$ cat config.mk
export PLATFORM = sky130hd
export DESIGN_NAME = reg_transfer_ctrl
export DESIGN_NICKNAME = d
export VERILOG_FILES = /design/src/rtl/reg_transfer_ctrl_pkg.sv /design/src/rtl/reg_transfer_ctrl.sv
export SDC_FILE = /design/constraint.sdc
export NUM_CORES = 1
export LEC_CHECK = 0
export CAP_MARGIN = 20
export CORE_AREA = 2 2 85 87
export CTS_CLUSTER_SIZE = 28
export DETAILED_ROUTE_END_ITERATION = 6
export DIE_AREA = 0 0 87 89
export GPL_ROUTABILITY_DRIVEN = 0
export PLACE_DENSITY = 0.74
export RECOVER_POWER = 25
export SYNTH_ARGS = -nofsm -noshare
export SYNTH_HDL_FRONTEND = slang
export SYNTH_SLANG_ARGS = --single-unit
$ cat constraint.sdc
create_clock -name clk -period 2.35 [get_ports clk]
set_input_delay 0.705 -clock clk [delete_from_list [all_inputs] [get_ports clk]]
set_output_delay 0.705 -clock clk [all_outputs]
set_load 0.05 [all_outputs]
$ cat src/rtl/reg_transfer_ctrl_pkg.sv
// Shared definitions for the register-transfer sequencer: widths, opcodes, FSM states.
package reg_transfer_ctrl_pkg;

  localparam int DATA_W = 16;
  localparam int SEL_W  = 3;

  typedef enum logic [1:0] {
    OP_MOV  = 2'b00,
    OP_SWAP = 2'b01,
    OP_LDI  = 2'b10,
    OP_CLR  = 2'b11
  } op_e;

  typedef enum logic [2:0] {
    ST_IDLE = 3'd0,
    ST_RD_S = 3'd1,
    ST_RD_D = 3'd2,
    ST_WR_D = 3'd3,
    ST_WR_S = 3'd4,
    ST_DONE = 3'd5
  } state_e;

  // MOV and SWAP begin by reading the source; LDI and CLR go straight to the write.
  function automatic logic op_reads_first(input op_e op);
    return (op == OP_MOV) || (op == OP_SWAP);
  endfunction

endpackage

$ cat src/rtl/reg_transfer_ctrl.sv
// Master-side sequencer driving the register file's read and write ports
// for MOV / SWAP / LDI / CLR commands, one command per handshake.
module reg_transfer_ctrl
  import reg_transfer_ctrl_pkg::*;
#(
  parameter int DATA_W = reg_transfer_ctrl_pkg::DATA_W,
  parameter int SEL_W  = reg_transfer_ctrl_pkg::SEL_W
) (
  input  logic              clk,
  input  logic              rst,
  input  logic              cmd_valid,
  output logic              cmd_ready,
  input  logic [1:0]        cmd_op,
  input  logic [SEL_W-1:0]  cmd_rd,
  input  logic [SEL_W-1:0]  cmd_rs,
  input  logic [DATA_W-1:0] cmd_imm,
  output logic              busy,
  output logic              done,
  output logic [SEL_W-1:0]  rf_sel_out,
  output logic              rf_output_enable,
  input  logic [DATA_W-1:0] rf_data_in,
  output logic [SEL_W-1:0]  rf_sel_in,
  output logic              rf_write_enable,
  output logic [DATA_W-1:0] rf_data_out
);

  state_e              r_state;
  op_e                 r_op;
  logic [SEL_W-1:0]    r_rd;
  logic [SEL_W-1:0]    r_rs;
  logic [DATA_W-1:0]   r_tmp0;
  logic [DATA_W-1:0]   r_tmp1;
  logic                r_ready;
  logic                r_busy;
  logic                r_done;
  logic                r_oe;
  logic                r_we;
  logic [SEL_W-1:0]    r_sel_out;
  logic [SEL_W-1:0]    r_sel_in;
  logic [DATA_W-1:0]   r_data_out;
  op_e                 w_cmd_op;

  assign w_cmd_op = op_e'(cmd_op);

  // FSM and datapath: every output is registered for the state being entered,
  // so write data for a cycle is computed from the read data captured at the same edge.
  always_ff @(posedge clk or posedge rst) begin
    if (rst) begin
      r_state    <= ST_IDLE;
      r_op       <= OP_MOV;
      r_rd       <= '0;
      r_rs       <= '0;
      r_tmp0     <= '0;
      r_tmp1     <= '0;
      r_ready    <= 1'b1;
      r_busy     <= 1'b0;
      r_done     <= 1'b0;
      r_oe       <= 1'b0;
      r_we       <= 1'b0;
      r_sel_out  <= '0;
      r_sel_in   <= '0;
      r_data_out <= '0;
    end else begin
      // Strobes are single-cycle; data_out returns to zero outside write states.
      r_done     <= 1'b0;
      r_oe       <= 1'b0;
      r_we       <= 1'b0;
      r_data_out <= '0;
      case (r_state)
        ST_IDLE: begin
          if (cmd_valid) begin
            r_op    <= w_cmd_op;
            r_rd    <= cmd_rd;
            r_rs    <= cmd_rs;
            r_ready <= 1'b0;
            r_busy  <= 1'b1;
            if (op_reads_first(w_cmd_op)) begin
              r_state   <= ST_RD_S;
              r_oe      <= 1'b1;
              r_sel_out <= cmd_rs;
            end else begin
              r_state    <= ST_WR_D;
              r_we       <= 1'b1;
              r_sel_in   <= cmd_rd;
              r_data_out <= (w_cmd_op == OP_LDI) ? cmd_imm : '0;
            end
          end else begin
            r_ready <= 1'b1;
            r_busy  <= 1'b0;
          end
        end
        ST_RD_S: begin
          r_tmp0 <= rf_data_in;
          if (r_op == OP_SWAP) begin
            r_state   <= ST_RD_D;
            r_oe      <= 1'b1;
            r_sel_out <= r_rd;
          end else begin
            r_state    <= ST_WR_D;
            r_we       <= 1'b1;
            r_sel_in   <= r_rd;
            r_data_out <= rf_data_in;
          end
        end
        ST_RD_D: begin
          r_tmp1     <= rf_data_in;
          r_state    <= ST_WR_D;
          r_we       <= 1'b1;
          r_sel_in   <= r_rd;
          r_data_out <= r_tmp0;
        end
        ST_WR_D: begin
          if (r_op == OP_SWAP) begin
            r_state    <= ST_WR_S;
            r_we       <= 1'b1;
            r_sel_in   <= r_rs;
            r_data_out <= r_tmp1;
          end else begin
            r_state <= ST_DONE;
            r_done  <= 1'b1;
          end
        end
        ST_WR_S: begin
          r_state <= ST_DONE;
          r_done  <= 1'b1;
        end
        ST_DONE: begin
          r_state <= ST_IDLE;
          r_busy  <= 1'b0;
          r_ready <= 1'b1;
        end
        default: begin
          r_state <= ST_IDLE;
          r_busy  <= 1'b0;
          r_ready <= 1'b1;
        end
      endcase
    end
  end

  assign cmd_ready        = r_ready;
  assign busy             = r_busy;
  assign done             = r_done;
  assign rf_sel_out       = r_sel_out;
  assign rf_output_enable = r_oe;
  assign rf_sel_in        = r_sel_in;
  assign rf_write_enable  = r_we;
  assign rf_data_out      = r_data_out;

endmodule

Word level (Yosys, flattened, before mapping)
Cells that the tools add are included.
{ "totals": {"input_bits": 43, "out_inout_bits": 27, "register_bits": 70, "word_cells": 69} }
{ "classes": {"muxes": 33, "n_eq_ne": 13, "reduce_logical": 9} }
{ "ops": {"columns": ["cell", "count"], "rows": [
  ["16-bit two-way mux", 5],
  ["16-bit one-hot mux with 4 select lines", 1],
  ["3-bit two-way mux", 8],
  ["3-bit one-hot mux with 5 select lines", 1],
  ["2-bit inequality test, second input constant", 6],
  ["3-bit one-hot mux with 4 select lines", 1],
  ["1-bit two-way mux", 10],
  ["1-bit one-hot mux with 2 select lines", 4],
  ["3-bit by 2-bit == test with 1-bit output, second input constant", 2],
  ["3-bit one-hot mux with 2 select lines", 1],
  ["5-bit AND reduction", 1],
  ["2-bit by 1-bit == test with 1-bit output, second input constant", 2],
  ["1-bit one-hot mux with 4 select lines", 1],
  ["4-bit AND reduction", 1],
  ["4-bit nonzero test", 1],
  ["4-bit OR reduction", 1],
  ["3-bit by 1-bit == test with 1-bit output, second input constant", 1],
  ["3-bit == test, second input constant", 1],
  ["3-bit logical NOT", 1],
  ["2-bit == test, second input constant", 1],
  ["2-bit logical NOT", 1],
  ["2-bit two-way mux", 1],
  ["2-bit AND reduction", 1],
  ["2-bit nonzero test", 1],
  ["1-bit logical OR", 1]
]} }

Depth between registers and ports, before layout
{ "depth": {"word_depth": 5, "ltp_mapped": 7, "ltp_nobuf": 4} }

Worst setup path before layout
Ideal clock, no wire load.
{ "synth_timing": {"path_kind": "input -> register", "startpoint": "input cmd_valid", "endpoint": "register r_data_out[0], in the netlist rf_data_out[0]", "path_slack_ps": 663, "t_required_ps": 2284, "t_arrival_ps": 1621, "setup_time_ps": 66, "n_path_buf": 1, "cell_stages": 5, "path_cell_list": "nand2_1 -> nor4b_4 -> clkbuf_1 -> a22oi_1 -> nand2_1"} }
{ "synth_between": {"elab_chain_cells": 2} }
{ "synth_lines": {"columns": ["item", "line", "source"], "rows": [
  ["start: declaration", "reg_transfer_ctrl.sv:11", "input logic cmd_valid,"],
  ["16-bit two-way mux", "reg_transfer_ctrl.sv:71", "if (cmd_valid) begin"],
  ["16-bit one-hot mux with 4 select lines", "reg_transfer_ctrl.sv:69", "case (r_state)"],
  ["end signal: assignment", "reg_transfer_ctrl.sv:85", "r_data_out <= (w_cmd_op == OP_LDI) ? cmd_imm : '0;"],
  ["end signal: assignment", "reg_transfer_ctrl.sv:102", "r_data_out <= rf_data_in;"],
  ["end signal: assignment", "reg_transfer_ctrl.sv:110", "r_data_out <= r_tmp0;"],
  ["end: declaration", "reg_transfer_ctrl.sv:40", "logic [DATA_W-1:0] r_data_out;"]
]} }
No other way between the ends.
A chain may end at the register's enable or synchronous reset.

Final worst setup path
{ "layout_timing": {"startpoint": "register r_sel_out[2], in the netlist rf_sel_out[2]", "endpoint": "output rf_sel_out[2]"} }
{ "layout_rtl": {"columns": ["item", "line", "source"], "rows": [
  ["start: declaration", "reg_transfer_ctrl.sv:38", "logic [SEL_W-1:0] r_sel_out;"],
  ["start signal: assignment", "reg_transfer_ctrl.sv:80", "r_sel_out <= cmd_rs;"],
  ["start signal: assignment", "reg_transfer_ctrl.sv:97", "r_sel_out <= r_rd;"],
  ["end: declaration", "reg_transfer_ctrl.sv:19", "output logic [SEL_W-1:0] rf_sel_out,"]
]} }
No word-level cell between the ends.

==> insert_results.sql <==
INSERT INTO impl_metrics (metric_group, metric, value, unit) VALUES
('power', 'total_leakage_power', '1.74', 'nW'),
('drt', 'final_antenna_net_count', '0', ''),
('final_layout', 'area_of_the_multi_input_gates', '1120', 'um^2'),
('timing', 'timing_worst_slew_pin_value', '958', 'ps'),
('timing', 'finalWorstPathRequiredPeriod', '2250', 'ps'),
('logic_synthesis', 'synth_top_cells_by_area', 'sky130_fd_sc_hd__dfrtp_1 (58%), sky130_fd_sc_hd__mux2_2 (14%), sky130_fd_sc_hd__a22oi_1 (7.6%), sky130_fd_sc_hd__nand2_1 (2.8%), sky130_fd_sc_hd__mux2i_1 (2.4%)', ''),
('timing', 'achievable-frequency', '445', 'MHz'),
('logic_synthesis', 'share_of_the_synthesized_netlist_area_taken_by_xor_and_xnor_gates', '0.882', '%'),
('logic_synthesis', 'synth-simple-area-share', '7.86', '%'),
('critical_path', 'critPathSlowestCell', 'sky130_fd_sc_hd__clkdlybuf4s50_1', ''),
('timing', 'hold_violations', '0', ''),
('die', 'floorplan.core_area', '6720', 'um^2'),
('clock_network', 'clkSlewWorstSetupHoldPaths', '70', 'ps'),
('drt', 'drc', '0', ''),
('logic_synthesis', 'syn-instance-count', '229', ''),
('power', 'net-switching-power', '2.28', 'mW'),
('logic_synthesis', 'syn_area_per_cell', '13.0', 'um^2'),
('placed_design', 'placement.io_buffers', '69', ''),
('timing', 'fin_skew', '11.2', 'ps'),
('clock_network', 'postCtsSetupBuffers', '0', ''),
('timing', 'finalMaxSlewViolations', '0', ''),
('final_layout', 'num-fill-cells', '556', ''),
('critical_path', 'path_delay_family', 'buffers and inverters', ''),
('job', 'cap_violations', '0', ''),
('clock_network', 'ctsHtreeMaxLevel', '3', ''),
('logic_synthesis', 'synth_top_family_by_area', 'multiplexers', ''),
('logic_synthesis', 'synth_nets', '272', ''),
('power', 'worst_ir_drop_vdd', '0.921', 'mV'),
('final_layout', 'layout.core_utilization', '60.0', '%'),
('logic_synthesis', 'synth.mux.area_fraction', '17.1', '%'),
('critical_path', 'path_cells', 'clkdlybuf4s50_1', ''),
('critical_path', 'worstPathArrival', '1540', 'ps'),
('critical_path', 'worstSetupPathType', 'reg -> out', ''),
('timing', 'least_setup_slack_across_all_paths_after_layout', '104', 'ps'),
('timing', 'grt_setup_unrepaired', 'false', ''),
('logic_synthesis', 'cell_with_the_most_instances_after_synthesis', 'sky130_fd_sc_hd__dfrtp_1', ''),
('global_route', 'wire_length_of_the_first_global_routing_pass', '10200', 'um'),
('clock_network', 'cts_root_buffer', 'sky130_fd_sc_hd__clkbuf_8', ''),
('clock_network', 'numClockSinks', '70', ''),
('logic_synthesis', 'syn_warnings', '0', ''),
('global_route', 'track_usage', '17.4', '%'),
('placed_design', 'dp_hpwl', '4270', 'um'),
('outcome', 'outcome', 'complete, no violations', ''),
('timing', 'setup_viol', '0', ''),
('logic_synthesis', 'synth_area', '2980', 'um^2'),
('final_layout', 'diodes', '0', ''),
('clock_network', 'post_cts.resized_instances', '0', ''),
('final_layout', 'number_of_non_filler_instances_in_the_completed_layout', '392', ''),
('global_route', 'pin_count_of_the_biggest_net_entering_global_routing', '71', ''),
('placed_design', 'placed_cell_area', '3810', 'um^2'),
('global_route', 'grt_remaining_overflow', '0', ''),
('die', 'floorplan.io_pins', '70', ''),
('power', 'share_seq_of_total_power', '34.6', '%'),
('drt', 'dr_total_vias', '2101', ''),
('global_route', 'grt_pass1_vias', '2084', ''),
('final_layout', 'post_route_cells_drive_above_1_share', '23.7', '%'),
('final_layout', 'area_of_all_sequential_standard_cells', '1750', 'um^2'),
('logic_synthesis', 'most_instantiated_flip_flop_cell_in_the_synthesis_netlist', 'sky130_fd_sc_hd__dfrtp_1', ''),
('logic_synthesis', 'synth.largest_area_cell', 'sky130_fd_sc_hd__dfrtp_1', ''),
('timing', 'setup_total_negative_slack', '0', 'ps'),
('final_layout', 'stdcell_area', '4030', 'um^2'),
('clock_network', 'clockBufferDepth', '2', ''),
('critical_path', 'path_max_fanout', '2', ''),
('logic_synthesis', 'synth-adder-area-share', '0', '%'),
('critical_path', 'worst_setup_path_start_kind', 'flop', ''),
('drt', 'wl_per_cell', '16.2', 'um'),
('clock_network', 'numCtsBuffers', '9', ''),
('critical_path', 'cp.buffers_inverters', '1', ''),
('critical_path', 'crit_path_end_kind', 'output port', ''),
('logic_synthesis', 'yosys.area.top_type_share', '58.0', '%'),
('logic_synthesis', 'asyncSetResetFlopFracSynth', '100', '%');
==> cells in the final DEF (no fill, tap or decap), types with 2 or more instances in the layout <==
cell type	instances
sky130_fd_sc_hd__mux2_2	38
sky130_fd_sc_hd__clkbuf_8	10
sky130_fd_sc_hd__o22ai_1	3
sky130_fd_sc_hd__nand2_1	22
sky130_fd_sc_hd__inv_1	6
sky130_fd_sc_hd__xnor2_1	3
sky130_fd_sc_hd__a22oi_1	30
sky130_fd_sc_hd__inv_6	2
sky130_fd_sc_hd__nor3b_4	2
sky130_fd_sc_hd__a21oi_1	6
sky130_fd_sc_hd__o21ai_0	2
sky130_fd_sc_hd__buf_4	10
sky130_fd_sc_hd__bufinv_16	2
sky130_fd_sc_hd__and2_1	2
sky130_fd_sc_hd__dfrtp_1	69
sky130_fd_sc_hd__nor2_1	7
sky130_fd_sc_hd__a221oi_1	2
sky130_fd_sc_hd__nand2b_1	2
sky130_fd_sc_hd__mux2i_1	7
sky130_fd_sc_hd__clkdlybuf4s50_1	67
sky130_fd_sc_hd__o22a_1	2
sky130_fd_sc_hd__clkinvlp_4	3
==> layer usage <==
metal,global-route usage [%],wire length [um]
met5,0,0
met1,22.5,2740
met3,5.91,413
met2,27.3,3110
met4,6.82,78
==> path summary, 6_finish.rpt <==
kind | startpoint | end | slack, ps | cells past startpoint
worst min register to register | cmd_ready | cmd_ready | 460 | 2
worst max register to register | r_state[1] | rf_sel_out[2] | 590 | 6
max in group asynchronous | rst | busy | 560 | 3
worst max-delay path | rf_sel_out[2] | rf_sel_out[2] | 100 | 1
min in group asynchronous | rst | rf_data_out[13] | 1170 | 3
worst min-delay path | cmd_ready | cmd_ready | 460 | 2
==> tightest hold or removal path, cell delays in order, from the launching register on <==
cell                      delay (ps)
sky130_fd_sc_hd__dfstp_2         370
sky130_fd_sc_hd__inv_1            40
sky130_fd_sc_hd__a21oi_1          50
==> power by group through the flow <==
stage	combinational [mW]	sequential, mW	clock (mW)
after floorplan	1.44	2.61	0
after global placement	2.69	2.05	0
after detailed placement	2.78	2.07	0
after CTS	2.79	2.05	1.14
after global routing	2.97	2.12	1.20
final	2.76	2.05	1.12
==> metrics by stage <==
| stage | hold WS, ps | power [mW] |
|---|---|---|
| finish | 462 | 5.93 |
| global route | 495 | 6.28 |
| CTS | 465 | 5.98 |
| detailed placement | 453 | 4.85 |
| global placement | 448 | 4.74 |
| floorplan | 459 | 4.05 |
==> flip-flops by register name, summed over array words and instances, names as in the netlist <==
signal and count:
rf_sel_out 3, rf_data_out 16, r_op 2, r_state 3, rf_sel_in 3, done 1
r_tmp1 16, r_rd 3, cmd_ready 1, rf_output_enable 1, r_tmp0 16, busy 1
r_rs 3, rf_write_enable 1
==> cells by family after synthesis <==
| kind of cell | after synthesis |
|---|---|
| DFF | 70 |
| muxes | 46 |
| buffers and inverters | 21 |
| AOI/OAI and AO/OA | 48 |
| and+or+nand+nor | 41 |
| xor gates and xnor gates | 3 |
==> layout make-up <==
cell class / instances / area share [%]
tap: 80 / 2.48
multi-input combinational: 138 / 27.9
timing repair buffer: 81 / 19.7
clock buffer: 10 / 3.41
clock inverter: 6 / 2.30
inverter: 7 / 0.745
sequential: 70 / 43.5
No activity file was read; power rests on OpenSTA's default activity.
